==> config.mk <==
export PLATFORM = sky130hd
export DESIGN_NAME = reg_file_ab
export DESIGN_NICKNAME = d
export VERILOG_FILES = /design/src/rtl/reg_file_ab.sv
export SDC_FILE = /design/constraint.sdc
export NUM_CORES = 1
export LEC_CHECK = 0
export ABC_CLOCK_PERIOD_IN_PS = 2350
export CAP_MARGIN = 0
export CORE_MARGIN = 4
export CORE_UTILIZATION = 45
export CTS_CLUSTER_DIAMETER = 50
export DETAILED_ROUTE_END_ITERATION = 7
export PLACE_DENSITY = 0.71
export SETUP_SLACK_MARGIN = 0.4
export SLEW_MARGIN = 20
export SYNTH_ARGS = -nofsm -noshare
export SYNTH_HDL_FRONTEND = slang
export SYNTH_SLANG_ARGS = --single-unit
==> constraint.sdc <==
create_clock -name CLK -period 2.35 [get_ports CLK]
set_clock_uncertainty 0.05 [all_clocks]
set_input_delay 0.3525 -clock CLK [delete_from_list [all_inputs] [get_ports CLK]]
set_output_delay 0.3525 -clock CLK [all_outputs]
set_load 0.02 [all_outputs]
==> src/rtl/reg_file_ab.sv <==
// reg_file_ab: register file with registered A/B operand latches and write-through bypass
//   CLK      in  clock, all state changes on rising edge
//   Reset_n  in  synchronous active-low reset, clears array, A and B
//   RegWrite in  array write enable
//   WrAddr   in  write index (index 0 writes are dropped)
//   WrData   in  write data
//   RdAddrA  in  read index captured into A
//   RdAddrB  in  read index captured into B
//   LoadAB   in  capture enable for A and B
//   A        out operand latch A
//   B        out operand latch B
module reg_file_ab #(
   parameter int DATA_W = 16,
   parameter int ADDR_W = 4,
   parameter int NREGS  = 16
) (
   input  logic              CLK,
   input  logic              Reset_n,
   input  logic              RegWrite,
   input  logic [ADDR_W-1:0] WrAddr,
   input  logic [DATA_W-1:0] WrData,
   input  logic [ADDR_W-1:0] RdAddrA,
   input  logic [ADDR_W-1:0] RdAddrB,
   input  logic              LoadAB,
   output logic [DATA_W-1:0] A,
   output logic [DATA_W-1:0] B
);
   logic [DATA_W-1:0] regs [NREGS];
   logic [DATA_W-1:0] rd_a, rd_b;
   // same-cycle write to the read index is forwarded so A/B see it at this edge
   always_comb begin
      rd_a = (RdAddrA == '0) ? '0 : (RegWrite && WrAddr == RdAddrA) ? WrData : regs[RdAddrA];
      rd_b = (RdAddrB == '0) ? '0 : (RegWrite && WrAddr == RdAddrB) ? WrData : regs[RdAddrB];
   end
   always_ff @(posedge CLK) begin
      if (!Reset_n) begin
         for (int i = 0; i < NREGS; i++) regs[i] <= '0;
         A <= '0;
         B <= '0;
      end else begin
         if (RegWrite && WrAddr != '0) regs[WrAddr] <= WrData;
         if (LoadAB) begin
            A <= rd_a;
            B <= rd_b;
         end
      end
   end
endmodule

Word-level counts from Yosys, hierarchy flattened
Memory sizes are Yosys's and may differ from the RTL's.
Cells that the tools add are included.
Word-level totals
  flip-flop bits (word level): 32
  memory bits (writable): 256
  bits of input ports: 32
  output and inout port bits: 32
  word-level logic and storage cells: 23
  memories: 1
Operators by class
  equal/unequal tests: 2
  mux-type cells: 11
  reductions and logical operators: 7
Memory list
  regs: depth 16, width 16, read ports 2, clocked after Yosys merged registers in 0, write ports 16, line 28  | logic [DATA_W-1:0] regs [NREGS];
Operator list (count)
  two-way mux 16 bit: 5
  OR reduction 16 bit: 1
  == test 4 bit: 2
  zero test 4 bit: 2
  two-way mux 1 bit: 5
  two-way mux 4 bit: 1
  nonzero test 4 bit: 1
  logical AND 1 bit: 3

Depth between registers and ports, before layout
  word-level depth: 7
  depth in mapped cells: 8

Worst setup path after synthesis
No wires, ideal clock.
  path kind: input to register
  from: in WrAddr[0]
  to: mem regs[6][0] (enable)
  setup time: 411 ps
  arrival time: 2063 ps
  data required time: 1889 ps
  slack: -174 ps
  stages: 3
  buffers on the path: 1
  cell sequence: buf_2 nand4b_1 o21ai_0
RTL lines
  from (decl): line 20  | input logic [ADDR_W-1:0] WrAddr,
  to (decl): line 28

==> impl_metrics.json <==
{
  "status": "complete, no violations",
  "powerDensity_nw_per_um2": 725.2,
  "start_util_pct": 46.07,
  "clock-root-buffer": "clkbuf_16",
  "syn_avg_cell_area_um2": 13.18,
  "power.leakage_nw": 6.692,
  "min_to": "B[12]$_SDFFE_PN0P_",
  "ys_ff_latch": 288,
  "numClockSinks": 288,
  "antenna_left": 0,
  "fillCellCount": 2662,
  "r2r-start": "regs[14][2]$_SDFFCE_PN0P_",
  "regToRegEndpoint": "A[2]$_SDFFE_PN0P_",
  "reg2reg_slack_ns": 0.59,
  "dr.pass1.iters": 5,
  "hold_viol": 0,
  "die_w_um": 191.2,
  "fin_nets": 1306,
  "postRouteWirelength_um": 42960,
  "design_area_um2": 18070,
  "netlist_area_um2": 15100,
  "ys_seq_area_share_pct": 55.14,
  "drive_gt1_share_pct": 21.05,
  "io_pins": 64,
  "path_max_fanout": 16,
  "cts_tree": "built",
  "synth_common_cells": "edfxtp_1 (256), and2_1 (242), mux2i_1 (128)",
  "fp.dieH_um": 191.2,
  "dp_cells": 1676,
  "hold_path.class": "reg -> reg",
  "clockBufferDepth": 3,
  "wl_met3_um": 3828,
  "grt_antenna_before_repair": 0,
  "yosysMostFrequentCell": "edfxtp_1",
  "wl_met2_um": 20540,
  "yosys_warnings": 0,
  "place_congestion": 0.9122,
  "finalMaxSlewViolations": 0,
  "arrival_ns": 2.12,
  "timing.hold.ws_ns": 0.3978,
  "grt_util_all_layers_pct": 23.30,
  "cts.clk_slew.worst_paths_ns": 0.05,
  "grt_pass1_wl_um": 64110,
  "dp_hpwl_um": 29840,
  "cts_buffers": 34,
  "end_kind": "flip-flop",
  "tightest_slew_ns": 0.8239,
  "finalPower_mw": 13.10,
  "io_buffer_count": 63,
  "diodes": 0,
  "rsz0062_at_grt": "true",
  "drc_errors": 0,
  "synthCells": 1146,
  "maxSlewHeadroom_pct": 44.90,
  "setup_viol": 0,
  "core_um2": 32780,
  "post-route-period-util_pct": 83.09,
  "ys_top_cells_by_area": "edfxtp_1 (51%), and2_1 (10%), mux4_2 (9.1%)",
  "top_layer": "met4",
  "synth_edf_count": 256,
  "grt_pass1_vias": 10320,
  "dp_slack_ns": -0.4496,
  "min_path_cells": 2,
  "placed_area_um2": 16820,
  "setup_ws_ns": 0.3973,
  "synthArstFlopShare_pct": 0,
  "yosys_most_used_dff": "edfxtp_1",
  "cap_viol_max_count": 0,
  "hold_buffers": 0,
  "clk-insertion-delay-late_ns": 0.51,
  "die_area_um2": 36560,
  "via_per_inst": 5.886,
  "stdcell_count": 1739,
  "crit_path_start_kind": "primary input",
  "grt_max_degree": 33,
  "period_minus_slack_ns": 1.953,
  "synth_cell_types": 43,
  "wl_met1_um": 17440,
  "rr_worst_depth": 4,
  "std_cell_rows": 66,
  "fmaxAchievable_mhz": 512.1,
  "wl_per_cell_um": 24.70,
  "drtIter0Drc": 1090,
  "cts_max_level": 2,
  "min_from": "B[12]$_SDFFE_PN0P_",
  "netlist.area_leader.share_pct": 50.89,
  "worst-setup-path-type": "in -> reg",
  "grt_overflow_total": 0,
  "area.growth.synth_to_final_pct": 19.62,
  "vdd_ir_drop_max_mv": 0.4678,
  "worstPathRequired_ns": 2.52,
  "via_count": 10240,
  "synth_area_leader_cell": "edfxtp_1"
}
[layout make-up]
cell class	count	area (µm²)	share of cell area (%)
inverters	1	3.754	0.02078
flip-flops and latches	288	8328	46.09
clock buffers	40	894.6	4.952
repair buffers	175	1763	9.758
multi-input cells	774	6294	34.83
clock inverters	19	231.5	1.281
well taps	442	553.0	3.061
[cells by family (layout without fill, tap and decap cells)]
| group | count (synthesis) | in the layout | share of synthesized area (%) |
|---|---|---|---|
| buf+inv | 99 | 235 | 4.341 |
| other cells | 1 | 16 | 0.02483 |
| mux | 194 | 194 | 18.24 |
| simple gates | 389 | 389 | 15.17 |
| xor+xnor | 8 | 8 | 0.4639 |
| compound gates | 167 | 167 | 6.627 |
| flops | 288 | 288 | 55.14 |
[timing repair]
| action | CTS | global route |
|---|---|---|
| endpoints found under the setup margin | 118 | 174 |
| buffers inserted | 0 | 3 |
| cloned | 0 | 1 |
| pin swaps | 0 | 2 |
| resized for setup | 15 | 16 |
[worst max path at each step]
stage | startpoint | to | slack, ns | depth (start not counted)
floorplan | WrAddr[0] | regs[14][0]$_SDFFCE_PN0P_ | 0.24 | 3
global placement | Reset_n | regs[10][10]$_SDFFCE_PN0P_ | -0.43 | 6
detailed placement | Reset_n | regs[10][8]$_SDFFCE_PN0P_ | -0.45 | 6
CTS | Reset_n | regs[3][2]$_SDFFCE_PN0P_ | 0.35 | 7
global route | Reset_n | regs[2][7]$_SDFFCE_PN0P_ | 0.37 | 8
finish | Reset_n | regs[2][7]$_SDFFCE_PN0P_ | 0.40 | 8
[critical path: stages]
cell and delay [ns]:
clkdlybuf4s50_1 0.54, buf_6 0.21, nand4b_1 0.15, buf_4 0.18, buf_4 0.13, nor3_2 0.19
nand2b_2 0.19, buf_12 0.17
[state kept, by name (all words and copies together) (netlist names)]
name,flops
A,16
B,16
regs,256
[per-stage QoR]
| step | setup TNS (ns) | utilization (%) |
|---|---|---|
| after CTS | 0 | 54.82 |
| after global placement | -32.94 | 51.29 |
| after floorplan | 0 | - |
| after detailed placement | -43.37 | 51.29 |
| after global routing | 0 | 55.11 |
| final | 0 | 55.11 |
[routing by layer]
layer,vias up,global-route usage (%)
met1,5110,32.61
li1,4534,-
met4,0,6.657
met3,78,4.127
met5,-,0
met2,513,37.68
[layout by cell type, fill, tap and decap left out, types with 7 or more instances in the layout]
| master | synthesis | layout |
|---|---|---|
| clkdlybuf4s50_1 | 0 | 50 |
| buf_12 | 1 | 25 |
| a211oi_1 | 30 | 30 |
| nand2_1 | 68 | 68 |
| o21ai_1 | 42 | 43 |
| o21ai_0 | 30 | 24 |
| and3_1 | 31 | 31 |
| o22ai_1 | 63 | 56 |
| dfxtp_1 | 32 | 32 |
| mux4_2 | 61 | 61 |
| clkbuf_16 | 0 | 35 |
| edfxtp_1 | 256 | 256 |
| nor2_1 | 17 | 8 |
| buf_4 | 9 | 86 |
| o22ai_2 | 1 | 7 |
| and2_1 | 242 | 241 |
| conb_1 | 1 | 16 |
| mux2i_1 | 128 | 128 |
| nor2_2 | 0 | 7 |
[where the power goes]
part	leakage (nW)	switching [mW]	internal (mW)	total (mW)
registers	2.71	0.173	5.89	6.06
logic	3.43	0.910	0.748	1.66
clock network	0.549	2.10	3.28	5.38
total	6.69	3.18	9.92	13.1
Note: power is estimated with default switching activity, not from simulation.
